--- src/rtl/sram_port_arb_pkg.sv ---
// Shared definitions for the SRAM port arbiter: default widths, FSM state
// encoding and requester IDs.
package sram_port_arb_pkg;

    localparam int SRAM_ADDR_W = 12;
    localparam int SRAM_DATA_W = 32;

    typedef enum logic {
        ARB_IDLE = 1'b0,
        ARB_RESP = 1'b1
    } arb_state_e;

    typedef enum logic {
        ARB_GNT_I = 1'b0,
        ARB_GNT_D = 1'b1
    } arb_gnt_e;

endpackage

--- src/rtl/sram_port_arb_rr2.sv ---
// Two-way round-robin picker. Bit 0 is the I requester, bit 1 the D
// requester. On a tie the requester that did not win last time is chosen.
// Purely combinational so it can be reused in front of other shared ports.
module arb_rr2
    import sram_port_arb_pkg::*;
(
    input  logic [1:0] req,
    input  arb_gnt_e   last,
    output logic [1:0] gnt
);

    // One-hot grant from the request pair and the previous winner
    always_comb begin
        gnt = 2'b00;
        case (req)
            2'b01:   gnt = 2'b01;
            2'b10:   gnt = 2'b10;
            2'b11:   gnt = (last == ARB_GNT_I) ? 2'b10 : 2'b01;
            default: gnt = 2'b00;
        endcase
    end

endmodule

--- src/rtl/sram_port_arb.sv ---
// Shares one byte-enabled single-port SRAM port between the CPU instruction
// and data buses with round-robin arbitration.
//
// Handshake: a requester raises valid and holds addr/wdata/wstrb until the
// cycle its ready is 1; that cycle consumes the request, and in the next
// cycle the requester either drops valid or presents a new request. ready
// is a one-cycle pulse for reads and writes alike, and rdata is meaningful
// only while ready is 1.
module sram_port_arb
    import sram_port_arb_pkg::*;
#(
    parameter int ADDR_W = SRAM_ADDR_W - 2,
    parameter int DATA_W = SRAM_DATA_W
) (
    input  logic                clk,
    input  logic                rst,

    input  logic                i_valid,
    input  logic [ADDR_W-1:0]   i_addr,
    input  logic [DATA_W-1:0]   i_wdata,
    input  logic [DATA_W/8-1:0] i_wstrb,
    output logic [DATA_W-1:0]   i_rdata,
    output logic                i_ready,

    input  logic                d_valid,
    input  logic [ADDR_W-1:0]   d_addr,
    input  logic [DATA_W-1:0]   d_wdata,
    input  logic [DATA_W/8-1:0] d_wstrb,
    output logic [DATA_W-1:0]   d_rdata,
    output logic                d_ready,

    output logic                m_valid,
    output logic [ADDR_W-1:0]   m_addr,
    output logic [DATA_W-1:0]   m_wdata,
    output logic [DATA_W/8-1:0] m_wstrb,
    input  logic [DATA_W-1:0]   m_rdata,

    output arb_state_e          dbg_state
);

    arb_state_e state, next_state;
    arb_gnt_e   gnt, last, win_id;
    logic [1:0] req, win;
    logic       issue;

    // Candidates for issue this cycle: in RESP the granted requester is
    // still holding its consumed request, so only the other side may issue.
    // Nothing is issued while reset is held.
    always_comb begin
        req = 2'b00;
        if (!rst) begin
            if (state == ARB_IDLE) begin
                req = {d_valid, i_valid};
            end else if (gnt == ARB_GNT_I) begin
                req = {d_valid, 1'b0};
            end else begin
                req = {1'b0, i_valid};
            end
        end
    end

    arb_rr2 u_pick (
        .req  (req),
        .last (last),
        .gnt  (win)
    );

    // Next state and memory-port drive from the winning requester
    always_comb begin
        issue      = |win;
        win_id     = win[1] ? ARB_GNT_D : ARB_GNT_I;
        next_state = issue ? ARB_RESP : ARB_IDLE;
        m_valid    = issue;
        m_addr     = win[1] ? d_addr  : i_addr;
        m_wdata    = win[1] ? d_wdata : i_wdata;
        m_wstrb    = '0;
        if (issue) begin
            m_wstrb = win[1] ? d_wstrb : i_wstrb;
        end
    end

    // State, response owner and round-robin history
    always_ff @(posedge clk or posedge rst) begin
        if (rst) begin
            state <= ARB_IDLE;
            gnt   <= ARB_GNT_I;
            last  <= ARB_GNT_I;
        end else begin
            state <= next_state;
            if (issue) begin
                gnt  <= win_id;
                last <= win_id;
            end
        end
    end

    // The response cycle belongs to exactly one requester, so at most one
    // ready is high. Read data goes to both buses unconditionally.
    assign i_ready   = (state == ARB_RESP) && (gnt == ARB_GNT_I);
    assign d_ready   = (state == ARB_RESP) && (gnt == ARB_GNT_D);
    assign i_rdata   = m_rdata;
    assign d_rdata   = m_rdata;
    assign dbg_state = state;

endmodule
--- config.mk ---
export PLATFORM = sky130hd
export DESIGN_NAME = sram_port_arb
export DESIGN_NICKNAME = d
export VERILOG_FILES = /design/src/rtl/sram_port_arb_pkg.sv /design/src/rtl/sram_port_arb_rr2.sv /design/src/rtl/sram_port_arb.sv
export SDC_FILE = /design/constraint.sdc
export NUM_CORES = 1
export LEC_CHECK = 0
export ABC_AREA = 1
export CAP_MARGIN = 10
export CORE_AREA = 5 5 92 94
export CTS_CLUSTER_SIZE = 40
export DETAILED_ROUTE_END_ITERATION = 12
export DIE_AREA = 0 0 97 99
export PLACE_DENSITY = 0.79
export SLEW_MARGIN = 5
export SYNTH_ARGS = -nofsm -noshare
export SYNTH_HDL_FRONTEND = slang
export SYNTH_SLANG_ARGS = --single-unit
--- constraint.sdc ---
create_clock -name clk -period 2.06 [get_ports clk]
set_input_delay 0.412 -clock clk [delete_from_list [all_inputs] [get_ports clk]]
set_output_delay 0.412 -clock clk [all_outputs]
set_load 0.02 [all_outputs]
Yosys cells after proc, flatten, opt, wreduce, memory -nomap -nowiden

Cells that the tools add are included.

Flip-flop bits (word level): 2
Input port bits: 128

Reductions and logical operators: 3
Mux-type cells: 11
Eq/ne operators: 3
Bitwise logic cells: 1

Operator list:

| kind                                                | number |
|---|---|
| two-way mux 32 bit                                  | 1 |
| two-way mux 10 bit                                  | 1 |
| two-way mux 2 bit                                   | 4 |
| two-way mux 4 bit                                   | 2 |
| one-hot mux 2 bit (3 select lines)                  | 1 |
| equality test 2 bit, second input constant          | 2 |
| equality test 2 x 1 -> 1 bit, second input constant | 1 |
| logical AND 1 bit                                   | 2 |
| two-way mux 1 bit                                   | 2 |
| OR reduction 2 bit                                  | 1 |
| inverter 1 bit                                      | 1 |

Logic depth before layout (Yosys ltp)

Depth in word-level cells: 7
Depth in mapped cells: 8
Mapped depth without buffers: 7

Modules after synthesis

Synthesis repeated with hierarchy kept, for this count alone.

Cells, all modules: 238
Area total of the unflattened synthesis: 1,239.9 sq um

Modules (own cells, without submodules):

| module        | area each (sq um) | instances | sequential area each (sq um) | cells each |
|---|---|---|---|---|
| sram_port_arb | 1,218.7           | 1         | 50.0                         | 233 |
| arb_rr2       | 21.3              | 1         | 0.0                          | 5 |

Worst setup path before layout

Ideal clock, no wire load.

Path kind: register to output
Start: register state (netlist: dbg_state)
End: output port m_wstrb[1]
Stages on the path, launching flop included: 6
Path buffers: 0
Arrival: 1.882 ns
Data required time: 1.648 ns
Slack: -0.234 ns
Cell sequence: dfrtp_1 > nand2_1 > inv_1 > o21ai_0 > o21ai_0 > nor2_1

Cells in the longest elaborated chain, start to end: 6

Ends and longest elaborated chain:

| element                                                             | line                    | source |
|---|---|---|
| from (decl)                                                         | sram_port_arb.sv:41     | `arb_state_e state, next_state;` |
| from (signal assigned)                                              | sram_port_arb.sv:89     | `state <= next_state;` |
| two-way mux 2 bit (*)                                               | sram_port_arb.sv:52     | `if (state == ARB_IDLE) begin` |
| two-way mux 2 bit (*)                                               | sram_port_arb.sv:51     | `if (!rst) begin` |
| equality test 2 bit or equality test 2 x 1 -> 1 bit (tied branches) | sram_port_arb_rr2.sv:15 | `case (req)` |
| one-hot mux 2 bit (3 select lines) (*)                              | sram_port_arb_rr2.sv:15 |  |
| OR reduction 2 bit (*)                                              | sram_port_arb.sv:70     | `issue = \|win;` |
| net m_valid                                                         | sram_port_arb.sv:32     | `output logic m_valid,` |
| two-way mux 4 bit (*)                                               | sram_port_arb.sv:77     | `if (issue) begin` |
| to (decl)                                                           | sram_port_arb.sv:35     | `output logic [DATA_W/8-1:0] m_wstrb,` |

Mark *: on every way through the listed nets, which the timed path passes. The rest lies on a longest branch.

Worst setup path in the final report

Start: register last
End: output port m_wdata[11]

Cells in the longest elaborated chain, start to end: 6

Ends and longest elaborated chain:

| element                                                             | line                    | source |
|---|---|---|
| from (decl)                                                         | sram_port_arb.sv:42     | `arb_gnt_e gnt, last, win_id;` |
| from (signal assigned)                                              | sram_port_arb.sv:92     | `last <= win_id;` |
| two-way mux 2 bit (3 in a row)                                      | -                       |  |
| equality test 2 bit or equality test 2 x 1 -> 1 bit (tied branches) | -                       |  |
| one-hot mux 2 bit (3 select lines) (*)                              | sram_port_arb_rr2.sv:15 |  |
| two-way mux 32 bit (*)                                              | sram_port_arb.sv:75     | `m_wdata = win[1] ? d_wdata : i_wdata;` |
| to (decl)                                                           | sram_port_arb.sv:34     | `output logic [DATA_W-1:0] m_wdata,` |

Mark *: on every way between the ends. The rest lies on a longest branch, timed or not.

==> impl_metrics.env <==
export IMPL_nNetsFinal=474
export IMPL_slew_headroom=0.8485
export IMPL_worst_slack_ps=-49.10
export IMPL_start_kind="flip-flop"
export IMPL_clkTransAtPathRegs_ps=30
export IMPL_drcViolationCount=0
export IMPL_crit_arrival_ps=1700
export IMPL_numCtsBuffers=3
export IMPL_cts_max_level=1
export IMPL_synth_edff_count=0
export IMPL_path_delay_family="buffers and inverters"
export IMPL_finalInstanceArea_um2=3118
export IMPL_multi_input_area_um2=875.8
export IMPL_final_min_clock_period_ps=2109
export IMPL_synth_nets=364
export IMPL_synth_most_common_cell="nand2_1"
export IMPL_syn_cell_area_um2=1289
export IMPL_routabilityCongestion=0.8627
export IMPL_dieArea_um2=9603
export IMPL_rows=32
export IMPL_max_cap_violations=0
export IMPL_dr_total_vias=1911
export IMPL_crit_required_ps=1650
export IMPL_crit_chain="nand2_1, inv_2, nor2_4, buf_12, nand3_4, buf_12, clkbuf_16, nand3_1, nand2_1, buf_6"
export IMPL_rsz0062_at_grt="true"
export IMPL_synth_top_area_cell="buf_4"
export IMPL_ys_seq_elements=2
export IMPL_start_util=0.1703
export IMPL_slew_viol_final=0
export IMPL_avgSynthCellArea_um2=5.461
export IMPL_cp_slowest_cell="dfrtp_1"
export IMPL_synth_common_cells="nand2_1 (90), buf_4 (64), nand3_1 (45)"
export IMPL_post_dp_cell_area_um2=2482
export IMPL_slowest_delay_ps=390
export IMPL_clock_skew_ps=0.7311
export IMPL_fin_util=0.4120
export IMPL_hold_violations=0
export IMPL_synth_top_area_share=0.3728
export IMPL_grt_pass1_wl_mm=9.542
export IMPL_vdd_ir_drop_max_uv=327.1
export IMPL_dp_cells=423
export IMPL_clk_latency_ps=210
export IMPL_drive_gt1_frac=0.4128
export IMPL_syn_inst=236
export IMPL_timing_final_crit_share=1.024
export IMPL_first_global_vias=1894
export IMPL_p_per_area_nw_per_um2=382.5
export IMPL_fmax_mhz=474.1
export IMPL_dieWidth_um=97
export IMPL_ys_async_sr_fraction=1.000
export IMPL_leakage_nw=1.470
export IMPL_yosys_top_cells_area="buf_4 (37%), nand2_1 (26%), nand3_1 (17%)"
export IMPL_cts_buffer_depth=2
export IMPL_instances_no_fill=446
export IMPL_critical_path_peak_fanout=6
export IMPL_timing_setup_critical_path_class="reg -> out"
export IMPL_num_io_pins=242
export IMPL_grt_use_total=0.1229
export IMPL_die_h_um=99
export IMPL_ant_nets=0
export IMPL_crit_buf_inv=5
export IMPL_grt_overflow_total=0
export IMPL_wl_mm=6.943
export IMPL_synth_warnings=0
export IMPL_fill_cells=751
export IMPL_worst_slew_pin_slew_ps=226.6
export IMPL_netlist_cell_type_count=15
export IMPL_dr_pass1_iters=4
export IMPL_endpoint_kind="output pin"
export IMPL_drt_initial_drc_count=18
export IMPL_grt_max_degree=27
export IMPL_final_setup_tns_ps=-522.3
export IMPL_setup_viol=27
export IMPL_drt_wirelength_per_cell_um=15.57
export IMPL_num_antenna_cells=0
export IMPL_vias_per_cell=4.285
export IMPL_ys_seq_area_frac=0.03883
export IMPL_outcome="finished, violations left"
export IMPL_worst_r2r_cell_count=7
export IMPL_io_buffers=145
export IMPL_root_buffer="clkbuf_8"
export IMPL_cts_tree="done"
export IMPL_dp_hpwl_mm=4.792
export IMPL_violations="negative setup slack"
export IMPL_ff_latch_area_um2=50.05
export IMPL_cts_sinks=2
export IMPL_grt_antenna_before_repair=0
export IMPL_ys_flop_type="dfrtp_1"
export IMPL_core_area_um2=7567
export IMPL_syn_to_final_growth_pct=141.9
export IMPL_cp_depth=10
export IMPL_min_path_type="in -> async"
[per-stage QoR]
step           total power [mW]  hold WS, ps  setup WS (ps)
6_report                  1.193        186.2         -49.10
5_1_grt                   1.260        190.3         -137.6
4_1_cts                   1.037        259.4         -92.76
3_5_place_dp             0.8627        725.9         -693.7
3_3_place_gp             0.8539        697.5         -681.2
2_1_floorplan            0.5608        149.0          16.13
[state kept, by name, indices dropped and copies added, names as in the netlist]
| name | count |
|---|---|
| last | 1 |
| dbg_state | 1 |
[cells by family after synthesis]
family / after synthesis / synth area share
simple gates: 144 / 0.4709
buf+inv: 84 / 0.4582
flops: 2 / 0.03884
compound gates: 6 / 0.03204
[layout make-up]
class / instances / share of cell area
flip-flops and latches: 2 / 0.01605
clock buffers: 3 / 0.01324
multi-input cells: 150 / 0.2809
inverters: 8 / 0.01043
well taps: 102 / 0.04093
repair buffers: 181 / 0.6384
[final timing paths]
check / start / to / slack [ps]
worst max-delay path: last$_DFFE_PP0P_ / m_wdata[11] / -50
worst min-delay path: rst / dbg_state$_DFF_PP0_ / 190
worst max register to register: last$_DFFE_PP0P_ / last$_DFFE_PP0P_ / 780
worst min register to register: last$_DFFE_PP0P_ / last$_DFFE_PP0P_ / 730
max in group asynchronous: rst / last$_DFFE_PP0P_ / 1780
min in group clk: last$_DFFE_PP0P_ / last$_DFFE_PP0P_ / 730
[report_power, final]
group	internal, mW	leakage [nW]	switching, mW	total, mW
sequential	0.0468	0.0239	0.00650	0.0533
combinational	0.544	1.42	0.442	0.986
clock	0.123	0.0216	0.0296	0.153
[routing by layer]
metal  global-route usage  routed length, µm
met5                    0                  0
met4              0.07451                377
met3              0.03468                599
met2               0.2240               3515
met1               0.1242               2450
[placed cells by master (no fill, tap or decap)]
cell / instances
o21ai_2: 1
nand3_2: 16
inv_4: 1
inv_1: 4
buf_4: 19
nor2_4: 2
nand2_1: 68
o21ai_4: 2
o21ai_0: 3
buf_2: 5
buf_6: 41
buf_12: 10
nand3_1: 25
nand3_4: 4
clkbuf_8: 3
nor2_2: 2
clkbuf_2: 3
nor2_1: 4
nand2_2: 20
buf_16: 4
clkdlybuf4s50_1: 95
inv_2: 3
clkdlybuf4s15_1: 1
nand2_4: 3
clkbuf_16: 3
dfrtp_1: 2
[worst register-to-register path, delay by kind of cell, from the launching register on]
family,cells,cell delay (ps)
buf+inv,3,360
compound gates,2,250
simple gates,2,180
flops,1,370
[timing repair]
action | 4_1_cts | 5_1_grt
gates cloned | 5 | 4
pin swaps | 4 | 17
setup endpoints to repair | 47 | 47
hold buffers | 0 | 0
setup buffers | 7 | 6
gates resized for setup | 227 | 121
Note: power is estimated with default switching activity, not from simulation.
